## config.mk

```make
export PLATFORM = sky130hd
export DESIGN_NAME = systolic_host_port_flat
export DESIGN_NICKNAME = d
export VERILOG_FILES = /design/src/rtl/systolic_host_port_pkg.sv /design/src/rtl/systolic_host_port_if.sv /design/src/rtl/systolic_host_port.sv /design/src/flat_wrapper.sv
export SDC_FILE = /design/constraint.sdc
export NUM_CORES = 1
export LEC_CHECK = 0
export CORE_MARGIN = 2
export CORE_UTILIZATION = 48
export DETAILED_ROUTE_END_ITERATION = 10
export GPL_ROUTABILITY_DRIVEN = 0
export PLACE_DENSITY_LB_ADDON = 0.25
export SLEW_MARGIN = 20
export SYNTH_ARGS = -nofsm -noshare
export SYNTH_HDL_FRONTEND = slang
export SYNTH_SLANG_ARGS = --single-unit
export TNS_END_PERCENT = 50
```

## constraint.sdc

```tcl
create_clock -name clk -period 4.9 [get_ports clk]
set_input_delay 0.98 -clock clk [delete_from_list [all_inputs] [get_ports clk]]
set_output_delay 0.98 -clock clk [all_outputs]
set_load 0.03 [all_outputs]
```

## src/rtl/systolic_host_port_pkg.sv

```systemverilog
// Shared types for the systolic host port.
// State encoding, array size limit and job-length helper.
package systolic_host_port_pkg;

  localparam int MAX_N = 4;

  typedef enum logic [2:0] {
    IDLE,
    LOAD_A,
    LOAD_B,
    KICK,
    WAIT_DONE,
    RD_ADDR,
    RD_DATA,
    RD_HOLD
  } hp_state_t;

  function automatic logic [7:0] job_len(input logic [3:0] dim);
    return {4'd0, dim} * {4'd0, dim};
  endfunction

endpackage

```

## src/rtl/systolic_host_port_if.sv

```systemverilog
// Host-side word streams: A/B words in, C words out.
// host drives in_valid/in_data/out_ready; port answers.
interface systolic_host_port_if #(
  parameter int WIDTH = 16
);
  logic             in_valid;
  logic             in_ready;
  logic [WIDTH-1:0] in_data;
  logic             out_valid;
  logic             out_ready;
  logic [WIDTH-1:0] out_data;

  modport host (
    output in_valid, in_data, out_ready,
    input  in_ready, out_valid, out_data
  );

  modport port (
    input  in_valid, in_data, out_ready,
    output in_ready, out_valid, out_data
  );
endinterface

```

## src/rtl/systolic_host_port.sv

```systemverilog
// Host end of the systolic memory path: loads A and B,
// kicks the controller, then streams C back to the host.
module systolic_host_port
  import systolic_host_port_pkg::*;
#(
  parameter int N     = MAX_N,
  parameter int WIDTH = 16,
  parameter int AW    = 12
) (
  input  logic             clk,
  input  logic             rst,
  input  logic             load_start,
  input  logic [3:0]       n,
  input  logic [AW-1:0]    addr_A,
  input  logic [AW-1:0]    addr_B,
  input  logic [AW-1:0]    addr_C,
  systolic_host_port_if.port hs,
  output logic [AW-1:0]    mem_addr,
  output logic [WIDTH-1:0] mem_wdata,
  output logic             mem_wren,
  input  logic [WIDTH-1:0] mem_rdata,
  output logic             new_data,
  input  logic             done,
  output logic             busy,
  output logic             error,
  output hp_state_t        hp_state
);

  localparam logic [3:0] NMAX = 4'(N);

  hp_state_t        state, nstate;
  logic [7:0]       idx, len_q;
  logic [AW-1:0]    a_q, b_q, c_q;
  logic [WIDTH-1:0] od_q;
  logic             err_q;

  logic legal, loading, acc, last;

  assign legal   = (n != 4'd0) && (n <= NMAX);
  assign loading = (state == LOAD_A) || (state == LOAD_B);
  assign acc     = loading && hs.in_valid;
  assign last    = (idx + 8'd1) == len_q;

  always_ff @(posedge clk or negedge rst) begin
    if (!rst) state <= IDLE;
    else      state <= nstate;
  end

  always_comb begin
    nstate = state;
    unique case (state)
      IDLE:      if (load_start && legal) nstate = LOAD_A;
      LOAD_A:    if (acc && last) nstate = LOAD_B;
      LOAD_B:    if (acc && last) nstate = KICK;
      KICK:      nstate = WAIT_DONE;
      WAIT_DONE: if (done) nstate = RD_ADDR;
      RD_ADDR:   nstate = RD_DATA;
      RD_DATA:   nstate = RD_HOLD;
      RD_HOLD:   if (hs.out_ready) nstate = last ? IDLE : RD_ADDR;
      default:   nstate = IDLE;
    endcase
  end

  always_comb begin
    hs.in_ready = 1'b0;
    mem_wren    = 1'b0;
    mem_addr    = '0;
    mem_wdata   = '0;
    new_data    = 1'b0;
    unique case (state)
      LOAD_A, LOAD_B: begin
        hs.in_ready = 1'b1;
        mem_addr    = ((state == LOAD_A) ? a_q : b_q) + AW'(idx);
        if (hs.in_valid) begin
          mem_wren  = 1'b1;
          mem_wdata = hs.in_data;
        end
      end
      KICK:             new_data = 1'b1;
      RD_ADDR, RD_DATA: mem_addr = c_q + AW'(idx);
      default: ;
    endcase
  end

  // config, index counter, sticky error and C output register
  always_ff @(posedge clk or negedge rst) begin
    if (!rst) begin
      idx   <= '0;
      len_q <= '0;
      a_q   <= '0;
      b_q   <= '0;
      c_q   <= '0;
      od_q  <= '0;
      err_q <= 1'b0;
    end else begin
      unique case (state)
        IDLE: if (load_start) begin
          if (legal) begin
            len_q <= job_len(n);
            a_q   <= addr_A;
            b_q   <= addr_B;
            c_q   <= addr_C;
            idx   <= '0;
            err_q <= 1'b0;
          end else begin
            err_q <= 1'b1;
          end
        end
        LOAD_A, LOAD_B: if (acc) idx <= last ? '0 : idx + 8'd1;
        WAIT_DONE:      if (done) idx <= '0;
        RD_DATA:        od_q <= mem_rdata;
        RD_HOLD:        if (hs.out_ready) idx <= last ? '0 : idx + 8'd1;
        default: ;
      endcase
    end
  end

  assign hs.out_valid = (state == RD_HOLD);
  assign hs.out_data  = od_q;
  assign busy         = (state != IDLE);
  assign error        = err_q;
  assign hp_state     = state;

endmodule

```

## src/flat_wrapper.sv

```systemverilog
// flat-port wrapper written by rule: the top's interface ports become plain ports
module systolic_host_port_flat import systolic_host_port_pkg::*;
#(
  parameter int N     = MAX_N,
  parameter int WIDTH = 16,
  parameter int AW    = 12
)
  (clk, rst, load_start, n, addr_A, addr_B, addr_C, mem_addr, mem_wdata, mem_wren, mem_rdata, new_data, done, busy, error, hp_state, hs_in_valid, hs_in_data, hs_out_ready, hs_in_ready, hs_out_valid, hs_out_data);
  systolic_host_port_if #(.WIDTH(WIDTH)) hs_i ();
  input  logic clk;
  input  logic rst;
  input  logic load_start;
  input  logic [3:0] n;
  input  logic [AW-1:0] addr_A;
  input  logic [AW-1:0] addr_B;
  input  logic [AW-1:0] addr_C;
  output logic [AW-1:0] mem_addr;
  output logic [WIDTH-1:0] mem_wdata;
  output logic mem_wren;
  input  logic [WIDTH-1:0] mem_rdata;
  output logic new_data;
  input  logic done;
  output logic busy;
  output logic error;
  output hp_state_t hp_state;
  input wire logic [$bits(hs_i.in_valid)-1:0] hs_in_valid;
  input wire logic [$bits(hs_i.in_data)-1:0] hs_in_data;
  input wire logic [$bits(hs_i.out_ready)-1:0] hs_out_ready;
  output wire logic [$bits(hs_i.in_ready)-1:0] hs_in_ready;
  output wire logic [$bits(hs_i.out_valid)-1:0] hs_out_valid;
  output wire logic [$bits(hs_i.out_data)-1:0] hs_out_data;
  assign hs_i.in_valid = hs_in_valid;
  assign hs_i.in_data = hs_in_data;
  assign hs_i.out_ready = hs_out_ready;
  assign hs_in_ready = hs_i.in_ready;
  assign hs_out_valid = hs_i.out_valid;
  assign hs_out_data = hs_i.out_data;
  systolic_host_port #(.N(N), .WIDTH(WIDTH), .AW(AW)) u_core (.clk(clk), .rst(rst), .load_start(load_start), .n(n), .addr_A(addr_A), .addr_B(addr_B), .addr_C(addr_C), .hs(hs_i), .mem_addr(mem_addr), .mem_wdata(mem_wdata), .mem_wren(mem_wren), .mem_rdata(mem_rdata), .new_data(new_data), .done(done), .busy(busy), .error(error), .hp_state(hp_state));
endmodule
```

==> results.py <==
metrics = {
    "finish": {
        "diodes": 0,
        "final_cells": 686,
        "fin_util": 0.680,
        "nets": 665,
        "layout_commonest_cell": "clkdlybuf4s50_1",
        "drive_gt1_frac": 0.180,
        "nFillCells": 669,
        "final_cell_mix": "123 x clkdlybuf4s50_1, 71 x dfrtp_1, 58 x mux2_2, 39 x nand2_1",
        "area_growth_syn_to_layout_pct": 36.3,
        "final_cell_area_um2": 5990,
    },
    "power": {
        "p_per_area_nw_per_um2": 420,
        "leakagePower_nw": 2.57,
        "vdd_ir_drop_max_uv": 382,
    },
    "grt": {
        "grt_use_total": 0.219,
        "gr-total-overflow": 0,
        "grt_pass1_vias": 3743,
        "antenna_found_initial": 0,
        "grt_pass1_wl_mm": 17.5,
        "grt_max_degree": 49,
    },
    "floorplanning": {
        "start_util": 0.499,
        "ios": 131,
        "die_h_um": 99.7,
        "core_area_um2": 8810,
        "die_w_um": 99.7,
        "num_rows": 34,
        "die_area_um2": 9930,
    },
    "yosys": {
        "synth_simple_gate_area_frac": 0.158,
        "syn_area_per_cell_um2": 9.83,
        "synth_compound_area_frac": 0.155,
        "synth-edff-count": 0,
        "syn-num-nets": 539,
        "ys.flop_type": "dfrtp_1",
        "synth_seq_area_share": 0.404,
        "synth_fa_ha_area_frac": 0.0433,
        "synth.cell_area_um2": 4390,
        "synthMuxAreaShare": 0.156,
        "yosysWarningCount": 0,
        "netlist_instances": 447,
        "synth_cell_types": 57,
        "async_flop_share": 1.00,
        "ys_ff_latch": 71,
        "synth_top_family_by_area": "simple AND/OR/NAND/NOR gates",
        "synth-xor-area-share": 0.0470,
    },
    "clocking": {
        "clk_latency_ns": 0.35,
        "root_buffer": "clkbuf_8",
        "cts_sinks": 71,
        "clk_pin_slew_ns": 0.08,
        "htree_levels": 3,
        "cts_tree": "yes",
        "clockBufferDepth": 2,
        "cts_hold_buf": 0,
        "numCtsBuffers": 9,
    },
    "worst_hold_path": {
        "worst_hold_path.num_cells": 2,
        "hp-class": "flip-flop to flip-flop",
        "min_to": "u_core.error$_DFFE_PN0P_",
        "hold_start": "u_core.error$_DFFE_PN0P_",
    },
    "worst_setup_path": {
        "crit_arrival_ns": 3.69,
        "critPathKind": "flip-flop to output pin",
        "worst-r2r-setup-slack_ns": 2.30,
        "worstSetupStartpointType": "flip-flop",
        "cp_common_cell": "a21oi_1",
        "cp.depth": 11,
        "crit_chain": "buf_4 > nand2_1 > a21oi_1 > a21oi_1 > o21ai_0 > ha_1 > o21a_1 > o21a_1 > a21o_1 > a21oi_1 > clkdlybuf4s50_1",
        "worst_setup_path_end_kind": "output pin",
        "worstReg2RegEnd": "u_core.idx[6]$_DFFE_PN0P_",
        "critPathTopFamily": "compound AO/OA/AOI/OAI gates",
        "critPathRequiredTime_ns": 3.92,
        "cpPeakStageDelay_ns": 0.69,
        "reg2regPathDepth": 8,
        "cp_max_fo": 20,
        "crit_buf_inv": 2,
        "reg2reg_from": "u_core.hp_state[2]$_DFFE_PN0P_",
        "worst_path_max_delay_cell": "clkdlybuf4s50_1",
    },
    "placed_design": {
        "dp_cells": 668,
        "dpl_cell_area_um2": 5770,
        "io_buffers": 130,
        "dpl.hpwl_mm": 8.18,
    },
    "sta": {
        "fin_skew_ns": 0.00722,
        "fin_crit_sh": 0.953,
        "tns_ns": 0,
        "fmax_mhz": 214,
        "timing.slew.headroom": 0.487,
        "setup_violations": 0,
        "worst_pin_slew_ns": 0.768,
        "grt_setup_unrepaired": "no",
        "hold_viol": 0,
        "hold_ws_ns": 0.505,
        "period_needed_ns": 4.67,
        "drv_slew": 0,
    },
    "detailed_routing": {
        "wl_mm": 10.8,
        "viasPerCell": 5.55,
        "drc": 0,
        "vias": 3807,
        "drtAntennaViolNets": 0,
        "wl_per_cell_um": 15.7,
        "first_iter_violations": 195,
        "first_pass_iters": 6,
    },
    "run_status": {
        "outcome": "complete, no violations",
    },
    "run": {
        "maxCapViolations": 0,
    },
}
## report_power, final
part,switching [mW],total [mW],internal [mW]
registers,0.0981,0.797,0.699
logic,0.722,1.28,0.562
clock network,0.242,0.431,0.189
## worst min-delay path, delay by kind of cell, from the launching register on
family / cells / cell delay (ns)
compound gates: 1 / 0.04
flops: 1 / 0.35
simple gates: 1 / 0.08
## Yosys cell counts (all sizes together) (2+ instances only)
library cell / number / area, µm²
a211o: 3 / 26.3
fa: 2 / 40.0
o211ai: 5 / 42.5
mux2: 58 / 653
and2: 21 / 131
buf: 14 / 75.1
nor3: 11 / 60.1
o21ai: 32 / 164
nor4: 3 / 25.0
a22oi: 8 / 60.1
a21boi: 3 / 26.3
o21a: 4 / 30.0
dfrtp: 71 / 1780
nor2b: 13 / 81.3
nand2b: 3 / 18.8
nand2: 39 / 146
a21oi: 31 / 155
a31oi: 2 / 12.5
ha: 12 / 150
xor2: 5 / 43.8
nand4: 2 / 12.5
and4: 2 / 18.8
a311oi: 2 / 17.5
xnor2: 16 / 140
nor2: 27 / 101
a21o: 6 / 45.0
nand3: 6 / 35.0
inv: 14 / 52.6
clkbuf: 9 / 33.8
nor3b: 4 / 30.0
and3: 2 / 13.8
mux2i: 3 / 30.0
## sequential cells by signal, indices dropped and copies added, names as in the netlist
register,cells
u_core.hs.out_data,16
u_core.len_q,7
u_core.c_q,12
u_core.idx,8
u_core.hp_state,3
u_core.a_q,12
u_core.b_q,12
u_core.error,1
## logic make-up after synthesis
family	after synthesis
AOI/OAI and AO/OA	106
xor gates and xnor gates	22
adders and majority gates	14
buffers and inverters	37
DFF	71
muxes	61
and+or+nand+nor	136
## how the worst max path moves through the flow
stage	start	end	slack, ns
floorplan	u_core.hp_state[2]$_DFFE_PN0P_	mem_addr[10]	0.36
global placement	u_core.hp_state[2]$_DFFE_PN0P_	mem_addr[8]	0.76
detailed placement	u_core.hp_state[2]$_DFFE_PN0P_	mem_addr[8]	0.68
CTS	u_core.hp_state[2]$_DFFE_PN0P_	mem_addr[8]	0.30
global route	u_core.hp_state[0]$_DFFE_PN0P_	mem_addr[10]	0.001
finish	u_core.hp_state[2]$_DFFE_PN0P_	mem_addr[7]	0.23
## routing by layer
| metal | track usage | share of wire | routed length, µm | vias to the layer above |
|---|---|---|---|---|
| li1 | - | - | - | 1832 |
| met1 | 0.269 | 0.42 | 4530 | 1815 |
| met2 | 0.369 | 0.48 | 5220 | 139 |
| met3 | 0.0710 | 0.075 | 814 | 21 |
| met4 | 0.0685 | 0.022 | 238 | 0 |
| met5 | 0 | 0 | 0 | - |
## area by class of cell
class,count,area [µm²],area share
repair buffers,138,1370,0.228
clock inverters,7,57.6,0.00961
multi-input cells,339,2470,0.413
clock buffers,9,124,0.0207
flip-flops and latches,71,1780,0.297
inverters,14,56.3,0.00940
well taps,108,135,0.0226
## stage by stage
step | worst slack (ns) | power (mW)
4_1_cts | 0.299 | 2.51
6_report | 0.229 | 2.51
3_5_place_dp | 0.681 | 2.08
3_3_place_gp | 0.755 | 2.04
5_1_grt | 0.00139 | 2.66
2_1_floorplan | 0.359 | 1.62
## what timing repair did
action                     CTS  global route
gates resized for setup      0             2
setup endpoints to repair    0             1
buffers inserted             0             2
(Power assumes the default switching activity.)
==> variant 1: new RTL, same flow settings <==
`WIDTH` is set to 16 in 3 places; all go to 20.
--- a/src/rtl/systolic_host_port_if.sv
+++ b/src/rtl/systolic_host_port_if.sv
@@ -2,5 +2,5 @@
 // host drives in_valid/in_data/out_ready; port answers.
 interface systolic_host_port_if #(
-  parameter int WIDTH = 16
+  parameter int WIDTH = 20
 );
   logic             in_valid;
--- a/src/rtl/systolic_host_port.sv
+++ b/src/rtl/systolic_host_port.sv
@@ -5,5 +5,5 @@
 #(
   parameter int N     = MAX_N,
-  parameter int WIDTH = 16,
+  parameter int WIDTH = 20,
   parameter int AW    = 12
 ) (
--- a/src/flat_wrapper.sv
+++ b/src/flat_wrapper.sv
@@ -3,5 +3,5 @@
 #(
   parameter int N     = MAX_N,
-  parameter int WIDTH = 16,
+  parameter int WIDTH = 20,
   parameter int AW    = 12
 )
Ports: changed (resized hs_in_data, hs_out_data, mem_rdata and mem_wdata); port bits go from 131 to 147. No check against the original RTL was run, so the function may have changed too.
==> variant 1 against the unedited design <==
Final area increased by 7.5%; largest cell class unchanged; sequential cell count increased by 4; area after synthesis increased by 6.1%; worst setup slack improved by 0.061 ns; synthesized cell count increased by 6.7%; total power increased by 26%; wire length increased by 6.3%; first-iteration DRC count increased by 1.5%; clock skew increased by 0.0054 ns.
==> variant 1: results (changes against the unedited design) <==
Routed WL per cell: 15.4 um (-2.1%)
Fraction of layout cells with a size suffix above 1: 14.4% (-3.5 points)
Largest net degree at the start of global routing: 76 (+55%)
Worst r2r src: u_core.hp_state[0]$_DFFE_PN0P_
M3 GR Usage: 5.63% (-1.5 points)
Metal3 WL: 981 um (+21%)
GR Util All Layers: 22.3% (+0.35 points)
Hold_sp: u_core.a_q[1]$_DFFE_PN0P_
Vias per cell: 5.45 (-1.8%)
Met2 GRT Util: 38.0% (+1.2 points)
Port Buffer Count: 146 (+12%)
FILL cells: 720 (+7.6%)
Final Skew: 0.0126 ns (+0.00541 ns)
DRT Pass-1 Iters: 4 (-2)
Compound-cell area share of the yosys netlist: 15.3% (-0.16 points)
Vias in the first global route: 3976 (+6.2%)
Hold slack final: 0.509 ns (+0.00411 ns)
M1 GR Usage: 27.5% (+0.64 points)
Number of flip-flops in the largest register: 20 (+4)
Status: finished, final reports clean
Highest Clock Rate: 0.217 GHz (+1.3%)
R2R cell count: 7 (-1)
Met2 routed WL: 5590 um (+7.1%)
Max FO, Critical Path: 8 (-60%)
Capture point of the worst reg-to-reg path: u_core.c_q[1]$_DFFE_PN0P_
Max-slew headroom: 35.1% (-14 points)
Post-synthesis mux area share: 15.0% (-0.57 points)
DRT met1 WL: 4780 um (+5.7%)
Hold depth: 1 (-1)
1st-iter DRT viols: 198 (+1.5%)
Nets: 711 (+6.9%)
Pre-CTS WS: 0.555 ns (-0.126 ns)
Vias: 4058 (+6.6%)
Placed cell count: 729 (+9.1%)
P_leak: 0.00286 uW (+11%)
Post-Syn Nets: 577 (+7.1%)
Sequential share of the synthesized area: 40.3% (-0.17 points)
Post-synth top cells: 75 x dfrtp_1, 54 x mux2_2, 45 x o21ai_0
First-pass GRT wire length: 18400 um (+5.3%)
Syn avg cell area: 9.77 um2 (-0.60%)
## variant 1: cell count changes in the layout (fill, tap and decap cells not counted), moves of 4 or more
cell             before  now
a21oi_1              31   15
o21ai_0              31   45
o211ai_1              4    9
and3_1                1   28
mux2_2               58   54
and2_1               21    7
mux2i_1               3    9
clkdlybuf4s50_1     123  142
inv_1                13   18
## variant 1: logic make-up after synthesis
logic type / count (synthesis)
simple gates: 145
buf+inv: 47
fa+ha+maj: 14
xor+xnor: 23
flops: 75
mux: 63
compound gates: 110
## variant 1: worst max path at each step
stage / startpoint / to / cells after the start
CTS: u_core.hp_state[0]$_DFFE_PN0P_ / mem_addr[11] / 12
finish: u_core.hp_state[2]$_DFFE_PN0P_ / mem_addr[9] / 14
global route: u_core.hp_state[2]$_DFFE_PN0P_ / mem_addr[6] / 13
global placement: u_core.hp_state[0]$_DFFE_PN0P_ / mem_addr[6] / 13
detailed placement: u_core.hp_state[0]$_DFFE_PN0P_ / mem_addr[11] / 12
floorplan: u_core.hp_state[0]$_DFFE_PN0P_ / mem_addr[10] / 17
## variant 1: cell type report
cell class | instances | area (um2) | share of cell area, %
clock buffer | 10 | 138 | 2.14
clock inverter | 6 | 95.1 | 1.48
inverter | 18 | 67.6 | 1.05
multi-input combinational | 355 | 2590 | 40.3
sequential | 75 | 1880 | 29.2
tap | 129 | 161 | 2.51
timing repair buffer | 152 | 1500 | 23.3
## variant 1: repair_timing
action                                  4_1_cts  5_1_grt
resized for setup                             0        4
setup buffers                                 0        0
endpoints found under the setup margin        0        3
## variant 1: where the power goes
part / switching (uW) / leakage (uW) / internal, uW
logic: 912 / 0.00182 / 759
registers: 166 / 0.000932 / 790
clock network: 245 / 0.000111 / 306
total: 1320 / 0.00286 / 1850
==> variant 2: new RTL, same settings <==
Without the edit above. Put one more register stage on the output `error`, cleared by the reset. The value now appears one clock later. The other outputs are not delayed to match.
--- a/src/rtl/systolic_host_port.sv
+++ b/src/rtl/systolic_host_port.sv
@@ -119,5 +119,11 @@
   assign hs.out_data  = od_q;
   assign busy         = (state != IDLE);
-  assign error        = err_q;
+  always_ff @(posedge clk or negedge rst) begin
+    if (!rst) begin
+      error <= '0;
+    end else begin
+      error <= err_q;
+    end
+  end
   assign hp_state     = state;
 
Behaviour: not the same (a bounded check fails within 4 cycles, from zero or initial values and one cycle with rst low).
==> variant 2 against the unedited design <==
Global-route usage is 1.7 points higher; final cell count is 2.6% higher; core utilization is 1.6 points lower; synthesized cell count is 4.5% higher; via count is 4.0% higher; sequential share of layout area is 0.10 points lower; area after synthesis is 3.1% higher; final area is 1.9% higher; highest routed layer unchanged; worst hold slack worse by 0.12 ns; sequential cell count is 1 higher; first-iteration DRC count is 27% higher; largest cell class unchanged; wire length is 6.4% higher; worst setup slack better by 0.096 ns; total power is 2.9% higher.
==> variant 2: results (changes against the unedited design) <==
M3 GR Usage: 4.14% (-3.0 points)
GR Util All Layers: 23.7% (+1.7 points)
First-pass GRT wire length: 19300 um (+10%)
Fraction of layout cells with a size suffix above 1: 16.2% (-1.8 points)
Top cell type's share of synthesized area: 39.8% (-0.67 points)
Num CTS Buffers: 9 (unchanged)
Final WL: 11500 um (+6.4%)
Sequential share of the synthesized area: 39.8% (-0.67 points)
Worst vdd ir: 355 uV (-7.1%)
Post-synth top cells: 72 x dfrtp_1, 59 x mux2_2, 34 x a21oi_1
Worst r2r src: u_core.hp_state[0]$_DFFE_PN0P_
1st-iter DRT viols: 247 (+27%)
R2R cell count: 6 (-2)
Vias in the first global route: 3974 (+6.2%)
Netlist cell types: 54 (-5.3%)
Placed inst area: 5880 um2 (+2.0%)
Met2 GRT Util: 38.8% (+2.0 points)
Max FO, Critical Path: 23 (+15%)
DRT Pass-1 Iters: 5 (-1)
M1 GR Usage: 32.2% (+5.3 points)
Worst slew pin tran: 1.09 ns (+0.324 ns)
WP data arrival: 3.59 ns (-0.10 ns)
Hold depth: 0 (-2)
Flop-to-flop setup slack: 2.10 ns (-0.20 ns)
Capture point of the worst reg-to-reg path: u_core.idx[0]$_DFFE_PN0P_
Async SR Flop Fraction: 100% (unchanged)
Vias per cell: 5.62 (+1.3%)
Nets: 680 (+2.3%)
Hold slack final: 0.386 ns (-0.119 ns)
Post-Syn Nets: 559 (+3.7%)
Post-DP HPWL: 8630 um (+5.5%)
WHS Endpoint: u_core.error$_DFF_PN0_
Final Skew: 0.00952 ns (+0.00231 ns)
Status: finished, final reports clean
Synth top area cells: dfrtp_1 40%, mux2_2 15%, a21oi_1 3.8%
-- variant 2: layout make-up --
class | count | area, um2
Timing Repair Buffer | 136 | 1330
Clock buffer | 10 | 128
Multi-Input combinational cell | 356 | 2560
Fill cell | 731 | 3090
Sequential cell | 72 | 1800
Tap cell | 111 | 139
Inverter | 13 | 48.8
Clock inverter | 6 | 92.6
-- variant 2: metal layers --
layer	up-vias	wire, um
met5	-	0
li1	1913	-
met2	150	5690
met3	16	734
met4	0	179
met1	1880	4890
-- variant 2: kinds of logic after synthesis --
group,after synthesis,share of synthesized area (%)
mux,60,14.9
xor+xnor,22,4.25
buf+inv,39,3.78
simple gates,148,17.2
compound gates,112,15.9
fa+ha+maj,14,4.20
flops,72,39.8
-- variant 2: timing repair --
action,4_1_cts,5_1_grt
gates resized for setup,0,2
hold endpoints to repair,0,0
endpoints found under the setup margin,0,5
-- variant 2: critical path: cells and delay by family (launching register included) --
kind	cells	cell delay (ns)
AOI/OAI and AO/OA	7	1.25
adders and majority gates	1	0.33
buffers and inverters	2	1.06
DFF	1	0.59
-- variant 2: where the power goes --
part | total, uW | switching, uW | internal [uW] | leakage [uW]
clock network | 526 | 237 | 289 | 0.000103
logic | 1260 | 720 | 544 | 0.00164
registers | 795 | 105 | 690 | 0.000934
total | 2590 | 1060 | 1520 | 0.00268
-- variant 2: through the flow --
stage | setup WS (ns) | power [uW] | instances
after detailed placement | 0.492 | 2060 | 688
after floorplan | 0.398 | 1600 | 467
after global routing | 0.0987 | 2740 | 704
after global placement | 0.623 | 2020 | 688
after CTS | 0.112 | 2590 | 704
final | 0.325 | 2590 | 704
